### config.mk
export PLATFORM = sky130hd
export DESIGN_NAME = uart_tx_mmio_flat
export DESIGN_NICKNAME = d
export VERILOG_FILES = /design/src/rtl/uart_tx_mmio_if.sv /design/src/rtl/uart_tx_mmio.sv /design/src/flat_wrapper.sv
export SDC_FILE = /design/constraint.sdc
export NUM_CORES = 1
export LEC_CHECK = 0
export CORE_ASPECT_RATIO = 0.6
export CORE_MARGIN = 2
export CORE_UTILIZATION = 50
export CTS_BUF_LIST = sky130_fd_sc_hd__clkbuf_8
export CTS_CLUSTER_DIAMETER = 80
export DETAILED_ROUTE_END_ITERATION = 8
export GPL_TIMING_DRIVEN = 1
export PLACE_DENSITY = 0.79
export SLEW_MARGIN = 0
export SYNTH_ARGS = -nofsm -noshare
export SYNTH_HDL_FRONTEND = slang
export SYNTH_SLANG_ARGS = --single-unit
### constraint.sdc
create_clock -name clk -period 6.7 [get_ports clk]
set_input_delay 1.005 -clock clk [delete_from_list [all_inputs] [get_ports clk]]
set_output_delay 1.005 -clock clk [all_outputs]
set_load 0.02 [all_outputs]
### src/rtl/uart_tx_mmio_if.sv
// Data-memory bus signals shared by the core, dmem and the memory-mapped UART transmitter.
interface uart_tx_mmio_if;
  logic [31:0] address;
  logic [31:0] data_in;
  logic [2:0]  func3;
  logic        wr_en;
  logic        rd_en;
  logic [31:0] data_out;
  logic        hit;

  modport master (
    output address, data_in, func3, wr_en, rd_en,
    input  data_out, hit
  );

  modport slave (
    input  address, data_in, func3, wr_en, rd_en,
    output data_out, hit
  );
endinterface

### src/rtl/uart_tx_mmio.sv
// Memory-mapped 8N1 UART transmitter: TXDATA pushes into a byte FIFO, STATUS is polled by loads.
module uart_tx_mmio #(
  parameter int          CLKS_PER_BIT = 868,
  parameter logic [31:0] BASE_ADDR    = 32'h1000_0000,
  parameter int          FIFO_DEPTH   = 8
) (
  input  logic          clk,
  input  logic          rst,
  uart_tx_mmio_if.slave bus,
  output logic          tx
);
  localparam int AW = (FIFO_DEPTH > 1) ? $clog2(FIFO_DEPTH) : 1;
  localparam int CW = AW + 1;
  localparam int BW = (CLKS_PER_BIT > 1) ? $clog2(CLKS_PER_BIT) : 1;
  localparam logic [BW-1:0] BAUD_LAST  = BW'(CLKS_PER_BIT - 1);
  localparam logic [CW-1:0] COUNT_FULL = CW'(FIFO_DEPTH);

  typedef enum logic [1:0] {IDLE, START, DATA, STOP} state_t;

  state_t          state_reg, state_next;
  logic [BW-1:0]   baud_reg, baud_next;
  logic [2:0]      bit_idx_reg, bit_idx_next;
  logic [7:0]      shifter_reg, shifter_next;
  logic            tx_reg, tx_next;

  logic [7:0]      mem [FIFO_DEPTH];
  logic [AW-1:0]   wr_ptr_reg, rd_ptr_reg;
  logic [CW-1:0]   count_reg;
  logic            overflow_reg;

  logic            width_ok, store_ok, push_req, push_ok, ovf_clear, pop;
  logic            full, empty, busy, bit_end;
  logic [31:0]     status;
  logic            unused_data;

  // Bus decode: only word-aligned addresses inside the 8-byte window respond.
  assign bus.hit   = (bus.address[31:3] == BASE_ADDR[31:3]) && (bus.address[1:0] == 2'b00);
  assign width_ok  = (bus.func3[2] == 1'b0) && (bus.func3[1:0] != 2'b11);
  assign store_ok  = bus.wr_en & bus.hit & width_ok;
  assign push_req  = store_ok & ~bus.address[2];
  assign ovf_clear = store_ok & bus.address[2] & bus.data_in[3];
  assign unused_data = ^bus.data_in[31:8];

  assign full    = (count_reg == COUNT_FULL);
  assign empty   = (count_reg == '0);
  assign busy    = (state_reg != IDLE);
  assign bit_end = (baud_reg == BAUD_LAST);
  // A same-edge pop frees a slot, so a push into a full FIFO still lands.
  assign push_ok = push_req & (~full | pop);

  assign status   = {16'h0, 8'(count_reg), 4'h0, overflow_reg, busy, empty, full};
  assign bus.data_out = (bus.rd_en && bus.hit && bus.address[2]) ? status : 32'h0;
  assign tx = tx_reg;

  always_ff @(posedge clk) begin
    if (push_ok) begin
      mem[wr_ptr_reg] <= bus.data_in[7:0];
    end
  end

  always_ff @(posedge clk) begin
    if (rst) begin
      wr_ptr_reg   <= '0;
      rd_ptr_reg   <= '0;
      count_reg    <= '0;
      overflow_reg <= 1'b0;
    end else begin
      if (push_ok) wr_ptr_reg <= wr_ptr_reg + AW'(1);
      if (pop)     rd_ptr_reg <= rd_ptr_reg + AW'(1);
      case ({push_ok, pop})
        2'b10:   count_reg <= count_reg + CW'(1);
        2'b01:   count_reg <= count_reg - CW'(1);
        default: count_reg <= count_reg;
      endcase
      if (push_req && !push_ok) begin
        overflow_reg <= 1'b1;
      end else if (ovf_clear) begin
        overflow_reg <= 1'b0;
      end
    end
  end

  always_ff @(posedge clk) begin
    if (rst) begin
      state_reg   <= IDLE;
      baud_reg    <= '0;
      bit_idx_reg <= '0;
      shifter_reg <= '0;
      tx_reg      <= 1'b1;
    end else begin
      state_reg   <= state_next;
      baud_reg    <= baud_next;
      bit_idx_reg <= bit_idx_next;
      tx_reg      <= tx_next;
      // The FIFO head is read on the popping edge straight into the shifter.
      shifter_reg <= pop ? mem[rd_ptr_reg] : shifter_next;
    end
  end

  always_comb begin
    state_next   = state_reg;
    baud_next    = baud_reg;
    bit_idx_next = bit_idx_reg;
    shifter_next = shifter_reg;
    tx_next      = 1'b1;
    pop          = 1'b0;
    case (state_reg)
      IDLE: begin
        if (!empty) begin
          pop        = 1'b1;
          baud_next  = '0;
          state_next = START;
        end
      end
      START: begin
        tx_next = 1'b0;
        if (bit_end) begin
          baud_next    = '0;
          bit_idx_next = '0;
          state_next   = DATA;
        end else begin
          baud_next = baud_reg + BW'(1);
        end
      end
      DATA: begin
        tx_next = shifter_reg[0];
        if (bit_end) begin
          baud_next    = '0;
          shifter_next = {1'b0, shifter_reg[7:1]};
          if (bit_idx_reg == 3'd7) begin
            state_next = STOP;
          end else begin
            bit_idx_next = bit_idx_reg + 3'd1;
          end
        end else begin
          baud_next = baud_reg + BW'(1);
        end
      end
      STOP: begin
        if (bit_end) begin
          baud_next = '0;
          // Chain straight into the next start bit so frames stay contiguous.
          if (!empty) begin
            pop        = 1'b1;
            state_next = START;
          end else begin
            state_next = IDLE;
          end
        end else begin
          baud_next = baud_reg + BW'(1);
        end
      end
      default: state_next = IDLE;
    endcase
  end
endmodule

### src/flat_wrapper.sv
// flat-port wrapper written by rule: the top's interface ports become plain ports
module uart_tx_mmio_flat 
#(
  parameter int          CLKS_PER_BIT = 868,
  parameter logic [31:0] BASE_ADDR    = 32'h1000_0000,
  parameter int          FIFO_DEPTH   = 8
)
  (clk, rst, tx, bus_address, bus_data_in, bus_func3, bus_wr_en, bus_rd_en, bus_data_out, bus_hit);
  uart_tx_mmio_if bus_i ();
  input  logic clk;
  input  logic rst;
  output logic tx;
  input wire logic [$bits(bus_i.address)-1:0] bus_address;
  input wire logic [$bits(bus_i.data_in)-1:0] bus_data_in;
  input wire logic [$bits(bus_i.func3)-1:0] bus_func3;
  input wire logic [$bits(bus_i.wr_en)-1:0] bus_wr_en;
  input wire logic [$bits(bus_i.rd_en)-1:0] bus_rd_en;
  output wire logic [$bits(bus_i.data_out)-1:0] bus_data_out;
  output wire logic [$bits(bus_i.hit)-1:0] bus_hit;
  assign bus_i.address = bus_address;
  assign bus_i.data_in = bus_data_in;
  assign bus_i.func3 = bus_func3;
  assign bus_i.wr_en = bus_wr_en;
  assign bus_i.rd_en = bus_rd_en;
  assign bus_data_out = bus_i.data_out;
  assign bus_hit = bus_i.hit;
  uart_tx_mmio #(.CLKS_PER_BIT(CLKS_PER_BIT), .BASE_ADDR(BASE_ADDR), .FIFO_DEPTH(FIFO_DEPTH)) u_core (.clk(clk), .rst(rst), .bus(bus_i), .tx(tx));
endmodule
==> run summary, run 1 <==
The cts-stage hold buffer count is 0. The max-cap check violation count came out at 0. The clock tree buffer depth is 2. The clock period minus final worst setup slack is around 4.1 ns. In this run, synthesis inferred 64 flip-flops with an integrated enable.

The net switching share of the total power is 0.3203. The H-tree was split into 3 levels. The total of buffers placed on input and output ports is 56. The flip-flop count of the largest register after layout is 64. The number of library cell types mapped by synthesis is 54. The clock sink count is 102. The number of antenna diodes came out at 0. The synthesis-stage register bit count came out at 102. The final number of max-transition violations came to 0.

The first routing iteration left 221 violations. The remaining global-route overflow came out at 0. The maximum frequency from static timing analysis is 242.3 MHz. The critical path ends at bus_data_out[11].

The worst-margin pin slew is 1.083 ns. The final layout contains 503 nets. Setup repair after global routing left no endpoint under its margin. The endpoint of the lowest-slack register-to-register path is u_core.count_reg[3]. In the synthesized netlist the dominant register cell turns out to be sky130_fd_sc_hd__edfxtp_1. The part of the total power dissipated in sequential elements came out at 0.457. The part of the total power dissipated in the clock network is 0.244. The post-detailed-route via-to-cell ratio came out at around 5.6.

The least setup slack across all paths after layout is 2.573 ns. The number of placement rows came out at 27. The die is just under 80 um tall.

STA puts the critical path data required time at 5.69 ns. The critical path is of the in -> out type. The die boundary width came out at ~130 um.

The layout overhead on the synthesized area came out at 16.89%. The number of resized instances in the post-cts repair step is 0. Once detail routing completed, the nets flagged for antenna violations numbered 0. The origin of the critical flop-to-flop path is u_core.state_reg[0]. The worst hold margin came out at 0.4858 ns. For the final routed database, the setup TNS stands at 0 ns. The detailed placer's ending HPWL is between 6 and 7 mm.

On the worst path, the slowest cell contributes a delay of approximately 0.60 ns. The hold violation total from the final report is 0. Leaving out fill and tap cells, the most frequent cell in the layout is sky130_fd_sc_hd__edfxtp_1. The first-pass GRT wire length came out at 14.16 mm. Dividing total power by cell area gives a power density of 308.7 nW/um2. In this run the power spent charging and discharging nets is 541.0 uW. The number of buffers inserted by post-CTS setup repair is 0.

Across every metal layer, demand over resource in global routing totals 0.1852. Walking the worst path, the cells encountered are clkdlybuf4s50_1 -> nor4_1 -> and4_1 -> and2_1 -> and3_1 -> and2_1 -> clkdlybuf4s50_1. The number of cells on the critical path came out at 7.

In the layout the commonest cells are sky130_fd_sc_hd__edfxtp_1, sky130_fd_sc_hd__clkdlybuf4s50_1, sky130_fd_sc_hd__dfxtp_1. The run finished with clean final reports. The synthesized cell area is 4681 um2. The wire length reported by the detailed router is slightly above 9 mm. The synthesized area per cell is about 13 um2. The post-placement setup slack is 2.543 ns. During I/O placement, the number of pins put on the boundary was 105.

The number of cells on the worst reg-to-reg path is 10. The peak supply drop is 0.1521 mV. The total die area came out at 10180 um2. The cell sitting at the root of the clock tree is a sky130_fd_sc_hd__clkbuf_8. The core box area is 9121 um2. The clock slew seen by the registers of the worst setup and hold paths is 0.09 ns. Dividing the detail-routed wire length by the instance count gives 16.99 um. The share of the clock period used by the worst path came out at 0.6160. The via count of the first global-routing pass came out at 2808. The total buffers and inverters traversed by the critical path came out at 2. The total of warnings raised by yosys came out at 0. The setup slack of the worst register-to-register path came out at about 3.7 ns.

The pin count of the biggest net entering global routing came out at 30. The largest driver fanout on the critical path is 4. The worst setup path is launched from a primary input. The initial antenna violation count is 0. The share of the yosys chip area belonging to registers is 0.5731. The relative slew slack came out at 0.2754. TritonCTS built the clock tree. The number of setup violations in the final report is 0. Data arrives at the worst endpoint at 3.12 ns.

Cell internal power was estimated by the tool at between 1 and 1.5 mW. The clock latency on the worst-skew pair came out at roughly 0.36 ns. Of all flip-flops after synthesis, the portion carrying an async set or reset was 0. In this run the worst setup path begins at bus_address[4]. The number of buffers inserted during clock tree synthesis is 9. The worst hold path belongs to the class reg -> reg. The share of total power dissipated in combinational logic is 0.299. The category of cells accounting for the largest share of critical-path delay is simple AND/OR/NAND/NOR gates. The routability-driven placement congestion ratio came out at 0.7769.

Measured on the finished design, the core utilization comes to 0.5999. In the routed design, unresolved DRC markers number 0. The worst-case clock skew is 0.01358 ns. Among all stages on the critical path, the largest delay is contributed by sky130_fd_sc_hd__clkdlybuf4s50_1. For this block, the via count after detailed routing is a little over 3000. Counting every instance in the synthesized netlist gives 363. For this design the static power due to leakage is 1.882 nW. The critical path endpoint category is an output port.

The starting density of the core came out at 0.5132. The fraction of layout cells with a size suffix above 1 is 0.1132. The number of iterations in the first detailed-routing pass came out at 4.
worst min-delay path by stage:
stage	startpoint	to	slack, ns	depth (start not counted)
after floorplan	u_core.shifter_reg[0]	u_core.tx	0.45	2
after global placement	u_core.baud_reg[1]	u_core.baud_reg[1]	0.47	2
after detailed placement	u_core.overflow_reg	u_core.overflow_reg	0.47	2
after CTS	u_core.overflow_reg	u_core.overflow_reg	0.48	2
after global routing	u_core.baud_reg[1]	u_core.baud_reg[1]	0.52	2
final	u_core.overflow_reg	u_core.overflow_reg	0.49	2
cell families after synthesis:
logic type | share of synthesized area
simple gates | 0.1443
flops | 0.5731
buf+inv | 0.06282
compound gates | 0.06496
mux | 0.09329
fa+ha+maj | 0.03635
xor+xnor | 0.02433
other cells | 0.0008012
metal layers:
| metal | vias to the layer above | global-route usage | share of wire |
|---|---|---|---|
| met5 | - | 0 | 0 |
| met4 | 0 | 0.04565 | 0.0069 |
| met1 | 1446 | 0.2595 | 0.43 |
| li1 | 1422 | - | - |
| met2 | 149 | 0.2889 | 0.47 |
| met3 | 7 | 0.05121 | 0.093 |
stage by stage:
step	cell area (um2)	total power, mW	instances
final	5472	1.689	540
after detailed placement	5256	1.289	524
after global routing	5472	1.781	540
after floorplan	4767	1.187	386
after global placement	5256	1.265	524
after CTS	5472	1.697	540
cell usage after synthesis, drive strengths merged, types with 5 or more instances:
library cell	count	area share
a211oi	8	0.013
a21oi	10	0.011
a311oi	7	0.013
and2	6	0.0080
buf	29	0.046
clkbuf	10	0.010
dfxtp	38	0.16
edfxtp	64	0.41
ha	12	0.032
inv	8	0.0064
mux2i	5	0.011
mux4	16	0.077
nand2	23	0.018
nand3	10	0.011
nor2	29	0.025
nor2b	9	0.012
nor3	8	0.0096
nor4	8	0.014
o21ai	7	0.0083
xor2	9	0.017
worst register-to-register path, stage by stage, from the launching register on:
cell,delay [ns]
sky130_fd_sc_hd__dfxtp_1,0.35
sky130_fd_sc_hd__inv_1,0.16
sky130_fd_sc_hd__ha_1,0.35
sky130_fd_sc_hd__a31oi_1,0.12
sky130_fd_sc_hd__or3_4,0.54
sky130_fd_sc_hd__nor2_4,0.19
sky130_fd_sc_hd__ha_1,0.25
sky130_fd_sc_hd__a21o_1,0.17
sky130_fd_sc_hd__a21oi_1,0.16
sky130_fd_sc_hd__mux2i_1,0.26
sky130_fd_sc_hd__mux2_1,0.34
cell type report:
class	instances	area, um2
fillers	724	3650
flip-flops and latches	102	2683
multi-input cells	237	1800
repair buffers	61	598.1
well taps	116	145.1
clock buffers	10	137.6
clock inverters	6	77.57
inverters	8	30.03
power groups by stage:
stage | clock [mW] | sequential (mW) | combinational, mW
floorplan | 0 | 0.762 | 0.425
global placement | 0 | 0.783 | 0.482
detailed placement | 0 | 0.786 | 0.503
CTS | 0.418 | 0.773 | 0.506
global route | 0.444 | 0.782 | 0.555
finish | 0.412 | 0.772 | 0.505
Power figures use the tool's default switching activity.
==> inputs of run 2 (changes only) <==
--- a/config.mk
+++ b/config.mk
@@ -7,12 +7,12 @@
 export LEC_CHECK = 0
 export CORE_ASPECT_RATIO = 0.6
 export CORE_MARGIN = 2
-export CORE_UTILIZATION = 50
+export CORE_UTILIZATION = 47
 export CTS_BUF_LIST = sky130_fd_sc_hd__clkbuf_8
 export CTS_CLUSTER_DIAMETER = 80
 export DETAILED_ROUTE_END_ITERATION = 8
 export GPL_TIMING_DRIVEN = 1
-export PLACE_DENSITY = 0.79
+export PLACE_DENSITY = 0.78
 export SLEW_MARGIN = 0
 export SYNTH_ARGS = -nofsm -noshare
 export SYNTH_HDL_FRONTEND = slang
==> constraint.sdc (replaced) <==
create_clock -name clk -period 3.5 [get_ports clk]
set_input_delay 0.525 -clock clk [delete_from_list [all_inputs] [get_ports clk]]
set_output_delay 0.525 -clock clk [all_outputs]
set_load 0.02 [all_outputs]
==> run summary, run 2 (same netlist as run 1, synthesis figures left out) <==
The run finished with clean final reports. The areal power density over the cells is 598.6 nW/um2 (+94%). The finished layout cell area is 5560 um2 (+1.6%). STA classifies the critical path endpoint as an output port. The internal power is 2.262 mW (+97%).

The die boundary width came out at 132.8 um (+3.0%). The data arrival time at the worst-slack endpoint came to 2.66 ns (-0.46 ns). The wire length per cell came out at 16.40 um (-3.5%). The peak supply drop came out at 0.3027 mV (+99%). The total die area came out at 10800 um2 (+6.1%). The net switching share of the total power was 0.3205 (about the same).

The number of placed I/O pins is 105 (unchanged). The starting density of the core came out at 0.4789 (-0.03429). The initial antenna violation count is 0 (unchanged). The post-layout net count is 509 (+1.2%).

The worst hold margin was 0.5010 ns (+0.01519 ns). The clock latency on the worst-skew pair came out at 0.38 ns (+0.02 ns). The clock period minus final worst setup slack is 3.188 ns. The endpoint required time on the critical path is 2.97 ns (-2.72 ns). The relative slew slack is 0.4844 (+0.2090). The fraction of layout cells with a size suffix above 1 is 0.1279 (+0.01470). The final number of max-transition violations came out at 0 (unchanged).

Setup repair after global routing left no endpoint under its margin. The number of iterations in the first detailed-routing pass is 4 (unchanged). The height of the die came out at 81.30 um (+3.0%). The number of antenna diodes is 0 (unchanged). The wire length reported by the detailed router came out at 9.268 mm (+0.99%). The pin count of the biggest net entering global routing came to 23 (-23%).

The worst hold path belongs to the class reg -> reg. The switching power total came out at 1.067 mW (+97%). The max-cap check violation count is 0 (unchanged).

The number of setup violations in the final report came to 0 (unchanged). The utilization after layout came out at 0.5689 (-0.03099). The deepest level of the CTS H-tree is 3 (unchanged).

The first-pass GRT wire length was 15.08 mm (+6.5%). The layout overhead on the synthesized area came out at 18.79%. The share of the clock period used by the worst path is 0.9109. The hold violation total from the final report came out at 0 (unchanged). On the critical path, the stage with the largest delay is an instance of sky130_fd_sc_hd__clkdlybuf4s50_1.

The part of the total power dissipated in the clock network came out at 0.266 (+0.022). The number of buffers inserted during clock tree synthesis is 9 (unchanged). The total via count in the routed design came out at 3030 (+0.20%).

The largest driver fanout on the critical path is 4 (unchanged). The total of buffers placed on input and output ports is 56 (unchanged). The total buffers and inverters traversed by the critical path came out at 2 (unchanged). The core box area came to 9774 um2 (+7.2%). The number of design-rule violations left by the first detailed-router iteration is 196 (-11%). The sequential cell area in the final layout is 2683 um2 (unchanged). The logic gate share of total power came to 0.296 (-0.003). The detailed placer's ending HPWL is 6.546 mm (+1.1%). The library cell used most frequently in the layout, excluding fill and tap cells, is sky130_fd_sc_hd__edfxtp_1. The total chip power is 3.328 mW (+97%). The post-placement setup slack is 0.3217 ns (-2.222 ns). The worst-case clock skew was 0.01040 ns (-0.003171 ns). The top cell types in the final layout, fill and taps aside, are sky130_fd_sc_hd__edfxtp_1, sky130_fd_sc_hd__clkdlybuf4s50_1, sky130_fd_sc_hd__dfxtp_1. The category of cells accounting for the largest share of critical-path delay is simple AND/OR/NAND/NOR gates. The number of resized instances in the post-cts repair step came out at 0 (unchanged). Walking the worst path, the cells encountered are clkdlybuf4s50_1 -> nor4b_1 -> and4_1 -> and2_1 -> and3_1 -> and2_1 -> clkdlybuf4s50_1. The total placed instance area is 5315 um2 (+1.1%).

The static leakage came out at 1.913 nW (+1.7%). The antenna violation net count after detailed routing came out at 0 (unchanged). The instance count after placement with tap cells included came out at 549 (+4.8%). TritonCTS built the clock tree. The maximum frequency from static timing analysis came out at ~310 MHz. The total track usage came out at 0.1858 (+0.0005795).

The least setup slack across all paths after layout came to 0.3120 ns (-2.261 ns). The worst-margin pin slew is 0.7723 ns (-0.3112 ns). The DRC violation count after routing came to 0 (unchanged). The number of fill cells in the layout came out at 797 (+10%). The longest individual stage delay on the worst path is 0.60 ns (about the same). The clock tree buffer depth came out at 2 (unchanged). The number of placement rows came to 28 (+3.7%). The via count of the first global-routing pass came out at 2994 (+6.6%).

In this run the clock root is driven by a sky130_fd_sc_hd__clkbuf_8. The area of the multi-input gates is 1790 um2 (-0.56%). The flip-flop count of the largest register after layout is 64 (unchanged). The clock sink count came out at 102 (unchanged). The remaining global-route overflow is 0 (unchanged). The clock slew seen by the registers of the worst setup and hold paths is 0.10 ns (about the same). The post-route setup TNS is 0 ns (unchanged).

The post-detailed-route via-to-cell ratio is 5.363 (-4.2%). The number of standard cells in the layout, taps in and fillers out was 565 (+4.6%). The number of buffers inserted by post-CTS setup repair came out at 0 (unchanged).

The routability-driven placement congestion ratio is 0.7820 (+0.66%). The part of the total power dissipated in sequential elements is 0.438 (-0.019). The worst setup path is launched from a primary input. The cts-stage hold buffer count is 0 (unchanged). The class of the most critical setup path is in -> out.
[run 2: cell types whose count changed in the layout (fill, tap and decap cells not counted), sizes merged]
cell	before	now
buf	5	11
inv	12	9
clkinv	0	2
bufinv	2	3
clkbuf	10	9
clkinvlp	0	1
[run 2: cell type report]
type	instances	share of cell area
Clock buffer	9	0.02228
Clock inverter	7	0.02183
Inverter	8	0.005401
Multi-Input combinational cell	237	0.3220
Sequential cell	102	0.4824
Tap cell	135	0.03038
Timing Repair Buffer	67	0.1157
[run 2: worst paths after layout]
kind | startpoint | end | slack, ns | cells after the start
max | bus_address[26] | bus_data_out[3] | 0.31 | 7
min | u_core.baud_reg[1] | u_core.baud_reg[1] | 0.50 | 2
max reg2reg | u_core.state_reg[1] | u_core.count_reg[3] | 0.47 | 10
min reg2reg | u_core.baud_reg[1] | u_core.baud_reg[1] | 0.50 | 2
[run 2: power by group through the flow]
| stage | sequential (mW) | combinational (mW) | clock, mW |
|---|---|---|---|
| finish | 1.46 | 0.984 | 0.887 |
| detailed placement | 1.48 | 0.975 | 0 |
| CTS | 1.46 | 0.982 | 0.906 |
| floorplan | 1.46 | 0.813 | 0 |
| global route | 1.47 | 1.10 | 0.945 |
| global placement | 1.48 | 0.934 | 0 |
[run 2: worst reg2reg max path, cell delays in order, from the launching register on]
cell,delay (ns)
sky130_fd_sc_hd__dfxtp_1,0.41
sky130_fd_sc_hd__ha_1,0.23
sky130_fd_sc_hd__and4bb_1,0.21
sky130_fd_sc_hd__a31oi_1,0.15
sky130_fd_sc_hd__or3_4,0.55
sky130_fd_sc_hd__nor2_4,0.19
sky130_fd_sc_hd__ha_1,0.24
sky130_fd_sc_hd__a21o_1,0.18
sky130_fd_sc_hd__a21oi_1,0.18
sky130_fd_sc_hd__mux2i_1,0.25
sky130_fd_sc_hd__mux2_1,0.34
[run 2: per-layer routing]
metal | vias to the layer above | track usage | wire (um)
met5 | - | 0 | 0
met4 | 0 | 0.04301 | 51
met3 | 6 | 0.05930 | 762
met2 | 124 | 0.3098 | 4332
met1 | 1467 | 0.2407 | 4122
li1 | 1433 | - | -
==> inputs of run 3 (changes only) <==
--- a/config.mk
+++ b/config.mk
@@ -5,6 +5,7 @@
 export SDC_FILE = /design/constraint.sdc
 export NUM_CORES = 1
 export LEC_CHECK = 0
+export CAP_MARGIN = 20
 export CORE_ASPECT_RATIO = 0.6
 export CORE_MARGIN = 2
 export CORE_UTILIZATION = 47
@@ -12,8 +13,10 @@
 export CTS_CLUSTER_DIAMETER = 80
 export DETAILED_ROUTE_END_ITERATION = 8
 export GPL_TIMING_DRIVEN = 1
+export HOLD_SLACK_MARGIN = 0.02
 export PLACE_DENSITY = 0.78
 export SLEW_MARGIN = 0
 export SYNTH_ARGS = -nofsm -noshare
 export SYNTH_HDL_FRONTEND = slang
 export SYNTH_SLANG_ARGS = --single-unit
+export TNS_END_PERCENT = 100
==> results of run 3 <==
Final layout, timing and power as in run 2 (identical DEF).
